### src/rtl/rf_pkg.sv
// Shared types and default sizing for the scoreboarded register file.
package rf_pkg;

  localparam int RF_XLEN = 32;
  localparam int RF_NREG = 32;
  localparam int RF_NRP  = 2;

  typedef enum logic [0:0] {
    ST_INIT = 1'b0,
    ST_RUN  = 1'b1
  } rf_state_e;

endpackage : rf_pkg

### src/rtl/rf_read_port.sv
// One read port: hardwired-zero x0, same-cycle write bypass (wr1 over wr0)
// and the pending-write flag as seen by a reader this cycle.
module rf_read_port #(
  parameter int XLEN = 32,
  parameter int AW   = 5
) (
  input  logic [AW-1:0]   rd_addr,
  input  logic [XLEN-1:0] stored_data,
  input  logic            stored_busy,
  input  logic            run,
  input  logic            wr0_we,
  input  logic [AW-1:0]   wr0_addr,
  input  logic [XLEN-1:0] wr0_data,
  input  logic            wr1_we,
  input  logic [AW-1:0]   wr1_addr,
  input  logic [XLEN-1:0] wr1_data,
  input  logic            iss_we,
  input  logic [AW-1:0]   iss_addr,
  output logic [XLEN-1:0] rd_data,
  output logic            rd_busy
);

  logic addr_zero_s;
  logic hit0_s;
  logic hit1_s;
  logic iss_hit_s;

  // Address match terms; the *_we inputs are already qualified nonzero and in RUN
  always_comb begin
    addr_zero_s = (rd_addr == {AW{1'b0}});
    hit0_s      = wr0_we & (wr0_addr == rd_addr);
    hit1_s      = wr1_we & (wr1_addr == rd_addr);
    iss_hit_s   = iss_we & (iss_addr == rd_addr);
  end

  // Data/busy mux; a write landing this cycle hides the busy bit unless re-issued
  always_comb begin
    rd_data = {XLEN{1'b0}};
    rd_busy = 1'b0;
    if (!run || addr_zero_s) begin
      rd_data = {XLEN{1'b0}};
      rd_busy = 1'b0;
    end else begin
      if (hit1_s) begin
        rd_data = wr1_data;
      end else if (hit0_s) begin
        rd_data = wr0_data;
      end else begin
        rd_data = stored_data;
      end
      rd_busy = stored_busy & ~((hit0_s | hit1_s) & ~iss_hit_s);
    end
  end

endmodule : rf_read_port

### src/rtl/regfile_sb.sv
// Register file with per-register pending-write scoreboard, two writeback
// ports, bypassed reads and a post-reset zeroing sweep.
module regfile_sb
  import rf_pkg::*;
#(
  parameter  int XLEN = RF_XLEN,
  parameter  int NREG = RF_NREG,
  parameter  int NRP  = RF_NRP,
  localparam int AW   = $clog2(NREG)
) (
  input  logic                      clk,
  input  logic                      reset,
  input  logic [NRP-1:0][AW-1:0]    rd_addr,
  output logic [NRP-1:0][XLEN-1:0]  rd_data,
  output logic [NRP-1:0]            rd_busy,
  input  logic                      wr0_en,
  input  logic [AW-1:0]             wr0_addr,
  input  logic [XLEN-1:0]           wr0_data,
  input  logic                      wr1_en,
  input  logic [AW-1:0]             wr1_addr,
  input  logic [XLEN-1:0]           wr1_data,
  input  logic                      iss_en,
  input  logic [AW-1:0]             iss_addr,
  input  logic                      flush,
  output logic                      ready
);

  localparam logic [AW-1:0] IDX_LAST  = AW'(NREG - 1);
  localparam logic [AW-1:0] ADDR_ZERO = {AW{1'b0}};

  rf_state_e        state_r;
  rf_state_e        state_nxt_s;
  logic [AW-1:0]    idx_r;
  logic [XLEN-1:0]  mem_r [NREG];
  logic [NREG-1:0]  busy_r;
  logic [NREG-1:0]  busy_nxt_s;
  logic [NREG-1:0]  busy_set_s;
  logic [NREG-1:0]  busy_clr_s;
  logic             run_s;
  logic             init_s;
  logic             wr0_we_s;
  logic             wr1_we_s;
  logic             iss_we_s;
  logic             ready_r;

  function automatic logic [NREG-1:0] addr_decode(input logic en, input logic [AW-1:0] addr);
    logic [NREG-1:0] vec;
    vec       = {NREG{1'b0}};
    vec[addr] = en;
    return vec;
  endfunction

  // FSM state register
  always_ff @(posedge clk) begin
    if (reset) begin
      state_r <= ST_INIT;
    end else begin
      state_r <= state_nxt_s;
    end
  end

  // FSM next state: leave INIT once the last entry is being zeroed
  always_comb begin
    state_nxt_s = state_r;
    case (state_r)
      ST_INIT: begin
        if (idx_r == IDX_LAST) begin
          state_nxt_s = ST_RUN;
        end else begin
          state_nxt_s = ST_INIT;
        end
      end
      ST_RUN:  state_nxt_s = ST_RUN;
      default: state_nxt_s = ST_INIT;
    endcase
  end

  // FSM output decode
  always_comb begin
    init_s = 1'b0;
    run_s  = 1'b0;
    case (state_r)
      ST_INIT: init_s = 1'b1;
      ST_RUN:  run_s  = 1'b1;
      default: begin
        init_s = 1'b0;
        run_s  = 1'b0;
      end
    endcase
  end

  // Qualified write/issue strobes: RUN only, x0 discarded, flush cancels issue
  always_comb begin
    wr0_we_s = run_s & wr0_en & (wr0_addr != ADDR_ZERO);
    wr1_we_s = run_s & wr1_en & (wr1_addr != ADDR_ZERO);
    iss_we_s = run_s & iss_en & ~flush & (iss_addr != ADDR_ZERO);
  end

  // Sweep counter for the INIT zeroing pass
  always_ff @(posedge clk) begin
    if (reset) begin
      idx_r <= {AW{1'b0}};
    end else if (init_s) begin
      idx_r <= idx_r + {{(AW-1){1'b0}}, 1'b1};
    end else begin
      idx_r <= idx_r;
    end
  end

  // Ready flag, registered so it rises together with the RUN state
  always_ff @(posedge clk) begin
    if (reset) begin
      ready_r <= 1'b0;
    end else begin
      ready_r <= (state_nxt_s == ST_RUN);
    end
  end

  assign ready = ready_r;

  // Data array: sweep writes in INIT, wr1 written last so it wins a collision
  always_ff @(posedge clk) begin
    if (!reset) begin
      if (init_s) begin
        mem_r[idx_r] <= {XLEN{1'b0}};
      end else begin
        if (wr0_we_s) begin
          mem_r[wr0_addr] <= wr0_data;
        end
        if (wr1_we_s) begin
          mem_r[wr1_addr] <= wr1_data;
        end
      end
    end
  end

  // Busy next value: flush clears everything, otherwise issue beats writeback
  always_comb begin
    busy_clr_s = addr_decode(wr0_we_s, wr0_addr) | addr_decode(wr1_we_s, wr1_addr);
    busy_set_s = addr_decode(iss_we_s, iss_addr);
    busy_nxt_s = busy_r;
    if (!run_s) begin
      busy_nxt_s = busy_r;
    end else if (flush) begin
      busy_nxt_s = {NREG{1'b0}};
    end else begin
      busy_nxt_s = (busy_r & ~busy_clr_s) | busy_set_s;
    end
  end

  // Busy vector register
  always_ff @(posedge clk) begin
    if (reset) begin
      busy_r <= {NREG{1'b0}};
    end else begin
      busy_r <= busy_nxt_s;
    end
  end

  for (genvar p = 0; p < NRP; p++) begin : g_rd
    rf_read_port #(
      .XLEN (XLEN),
      .AW   (AW)
    ) u_rd (
      .rd_addr     (rd_addr[p]),
      .stored_data (mem_r[rd_addr[p]]),
      .stored_busy (busy_r[rd_addr[p]]),
      .run         (run_s),
      .wr0_we      (wr0_we_s),
      .wr0_addr    (wr0_addr),
      .wr0_data    (wr0_data),
      .wr1_we      (wr1_we_s),
      .wr1_addr    (wr1_addr),
      .wr1_data    (wr1_data),
      .iss_we      (iss_we_s),
      .iss_addr    (iss_addr),
      .rd_data     (rd_data[p]),
      .rd_busy     (rd_busy[p])
    );
  end

endmodule : regfile_sb

### config.mk
export PLATFORM = sky130hd
export DESIGN_NAME = regfile_sb
export DESIGN_NICKNAME = d
export VERILOG_FILES = /design/src/rtl/rf_pkg.sv /design/src/rtl/rf_read_port.sv /design/src/rtl/regfile_sb.sv
export SDC_FILE = /design/constraint.sdc
export NUM_CORES = 2
export LEC_CHECK = 0
export CAP_MARGIN = 20
export CORE_ASPECT_RATIO = 0.9
export CORE_MARGIN = 1.5
export CORE_UTILIZATION = 50
export DETAILED_ROUTE_END_ITERATION = 8
export HOLD_SLACK_MARGIN = 0.1
export PLACE_DENSITY = 0.67
export SYNTH_ARGS = -nofsm -noshare
export SYNTH_HDL_FRONTEND = slang
export SYNTH_HIERARCHICAL = 1
export SYNTH_SLANG_ARGS = --single-unit
### constraint.sdc
create_clock -name clk -period 4.8 [get_ports clk]
set_input_delay 0.48 -clock clk [delete_from_list [all_inputs] [get_ports clk]]
set_output_delay 0.48 -clock clk [all_outputs]
set_load 0.02 [all_outputs]
==> out/qor.yml <==
run_status: "completed"
layout_commonest_cell: "sky130_fd_sc_hd__nand2_1"
criticalPathCategory: "primary input to primary output"
number_of_enable_flip_flop_cells_after_synthesis: 1024
num-nets-final: 5260
cts_tree: "yes"
holdCritStartpoint: "busy_r[12]"
routed_wl_um: 238000
detail_route.drc_violations: 0
worst_slack_ns: 0.08001
crit-reg2reg-capture: "mem_r[24][27]"
antenna_violations_before_repair: 1
post-dp-hpwl_um: 135900
setup.worst_path.end: "rd_data[11]"
synth_top_cells_by_area: "sky130_fd_sc_hd__edfxtp_1, sky130_fd_sc_hd__mux4_2, sky130_fd_sc_hd__nand2_1, sky130_fd_sc_hd__o21ai_0, sky130_fd_sc_hd__o22ai_1"
max_cap_violations: 0
floorplan.die_area_um2: 126700
avgRoutedWirePerCell_um: 34.61
grt_util_met2_pct: 56.06
synth.avg_cell_area_um2: 11.75
ys_warn_count: 6
slew_headroom_pct: 19.19
grt_setup_unrepaired: "no"
p_per_area_nw_per_um2: 298.4
io_buffers: 161
numPlacedInstances: 6655
critical_path_peak_fanout: 14
hp-class: "register to register"
crit-reg2reg-launch: "ready"
tightest_slew_ns: 1.212
first_global_vias: 46650
final_standard_cell_count_with_taps_included_and_fillers_excluded: 6876
power.ir.vdd_worst_mv: 0.2753
cts_num_sinks: 1062
syn_nets: 5398
fin_crit_sh_pct: 98.33
netlist-cell-type-count: 68
overall_die_height_um: 337.8
synthesis.area_um2: 62280
die-width_um: 375.0
initial_utilization_pct: 50.56
globalRouteMet3Util_pct: 11.94
yosysSeqAreaShare_pct: 50.60
routed-via-count: 49480
critPathArrivalTime_ns: 4.24
htree_levels: 3
most_used_flip_flop_cell_after_synthesis: "sky130_fd_sc_hd__edfxtp_1"
reg2reg_path_depth: 5
area_growth_from_synthesis_to_layout_pct: 12.57
peak_usage_layer_in_the_global_routing_report: "met2"
clock_skew_ns: 0.02352
critPathRequiredTime_ns: 4.32
clock_pin_slew_reported_for_the_worst_setup_and_hold_paths_after_clock_tree_synthesis_ns: 0.06
drt.antenna.violating_nets: 0
drtPass1Iterations: 8
clk_latency_ns: 0.74
final-max-slew-violation-count: 0
placement_rows: 122
max_clock_freq_mhz: 211.9
power.static_leakage_nw: 20.27
final.min_clock_period_ns: 4.720
finalWeightedCongestion: 0.9327
netlist_instances: 5301
cts.root.buffer_cell: "sky130_fd_sc_hd__clkbuf_16"
gr-usage-all-layers_pct: 37.03
cts_max_path_buffers: 3
yosys_register_bits: 1062
postSynth.asyncResetShare_pct: 0
cts_hold_buffers: 0
core_area_um2: 123200
final-setup-viol-count: 0
cp-start-kind: "primary input"
pin_count: 162
final-hold-violation-count: 0
drtIter0Drc: 8018
route.detailed.vias_per_inst: 7.195
critical_path.endpoint_type: "primary output"
critPathLaunch: "rd_addr[2]"
mostFrequentLayoutCells: "sky130_fd_sc_hd__nand2_1, sky130_fd_sc_hd__edfxtp_1, sky130_fd_sc_hd__o21ai_0"
area_fraction_of_the_dominant_cell_type_after_synthesis_pct: 49.38
total_cts_buffers: 115
netlist.top_cell.by_area: "sky130_fd_sc_hd__edfxtp_1"
dp_slack_ns: -0.09139
layout-drive-gt1-share_pct: 21.93
global_route_wire_length_before_repair_um: 332900
grt_overflow_total: 0
use_met1_pct: 45.21
rrSetupSlack_ns: 1.38
grt_max_degree: 66
-- cells by family after synthesis --
| logic type | share of synthesized area (%) |
|---|---|
| multiplexers | 19.17 |
| buffers and inverters | 5.455 |
| AND/OR/NAND/NOR | 9.913 |
| XOR/XNOR | 0.4641 |
| AO/OA/AOI/OAI | 14.36 |
| adder cells (fa/ha/maj) | 0.04018 |
| flip-flops | 50.60 |
-- registers in the layout, summed over array words and instances (netlist names) --
register and flops:
busy_r 32, ready 1, idx_r 5, mem_r 1024
-- worst min-delay path by stage --
stage                 end  slack (ns)  cells after the start
6_report       busy_r[12]        0.48                      2
2_1_floorplan  busy_r[26]        0.44                      2
5_1_grt         busy_r[1]        0.50                      2
3_5_place_dp   busy_r[25]        0.47                      2
4_1_cts        busy_r[24]        0.48                      2
3_3_place_gp   busy_r[26]        0.45                      2
-- power breakdown --
part,leakage [nW],switching (mW),total (mW),internal (mW)
Clock,1.83,3.89,9.07,5.17
Sequential,8.68,0.0291,10.1,10.1
Combinational,9.76,1.08,1.75,0.666
-- metrics by stage --
stage / power (mW) / instance area [um2] / hold slack (ns) / setup TNS [ns] / utilization (%)
after floorplan: 11.28 / 62280 / 0.4355 / 0 / -
after global placement: 11.96 / 66160 / 0.4478 / -0.1159 / 53.71
after detailed placement: 11.97 / 66260 / 0.4666 / -0.1213 / 53.79
after CTS: 20.78 / 70030 / 0.4752 / 0 / 56.85
after global routing: 21.20 / 70100 / 0.5043 / 0 / 56.91
final: 20.92 / 70100 / 0.4821 / 0 / 56.91
-- area by class of cell --
class / instances / area, um2
tap: 1612 / 2017
clock inverter: 71 / 675.6
sequential: 1062 / 31510
timing repair buffer: 406 / 4344
fill: 9643 / 53080
antenna: 2 / 5.005
inverter: 47 / 176.4
multi-input combinational: 3531 / 28290
clock buffer: 145 / 3083
-- cell usage after synthesis (22+ instances only) --
cell type,n
sky130_fd_sc_hd__a211oi_2,22
sky130_fd_sc_hd__buf_2,156
sky130_fd_sc_hd__buf_6,41
sky130_fd_sc_hd__mux4_2,528
sky130_fd_sc_hd__inv_1,47
sky130_fd_sc_hd__dfxtp_1,38
sky130_fd_sc_hd__nand2_1,1208
sky130_fd_sc_hd__a311oi_2,60
sky130_fd_sc_hd__o21ai_1,180
sky130_fd_sc_hd__edfxtp_1,1024
sky130_fd_sc_hd__buf_4,63
sky130_fd_sc_hd__nor4_1,72
sky130_fd_sc_hd__clkbuf_1,323
sky130_fd_sc_hd__xor2_1,26
sky130_fd_sc_hd__buf_1,78
sky130_fd_sc_hd__o22ai_1,302
sky130_fd_sc_hd__nor2_1,86
sky130_fd_sc_hd__o21ai_0,834
-- routing by layer --
layer | vias to the layer above | share of wire [%]
met5 | - | 0
met4 | 0 | 8.8
met3 | 1217 | 15
met2 | 4300 | 44
met1 | 23920 | 32
li1 | 20040 | -
-- repair_timing --
item                       in CTS  in global routing
setup endpoints to repair       2                  1
gates resized for setup         2                  1
setup buffers                   0                  0
-- worst max-delay path, stage by stage --
cell and delay (ns):
sky130_fd_sc_hd__clkdlybuf4s50_1 0.82, sky130_fd_sc_hd__or3b_2 0.50, sky130_fd_sc_hd__buf_12 0.27, sky130_fd_sc_hd__buf_4 0.17
sky130_fd_sc_hd__o22ai_1 0.10, sky130_fd_sc_hd__nor4_2 0.67, sky130_fd_sc_hd__buf_4 0.23, sky130_fd_sc_hd__nand2_1 0.06
sky130_fd_sc_hd__a311oi_2 0.26, sky130_fd_sc_hd__clkdlybuf4s50_1 0.64
Note: power is estimated with default switching activity, not from simulation.
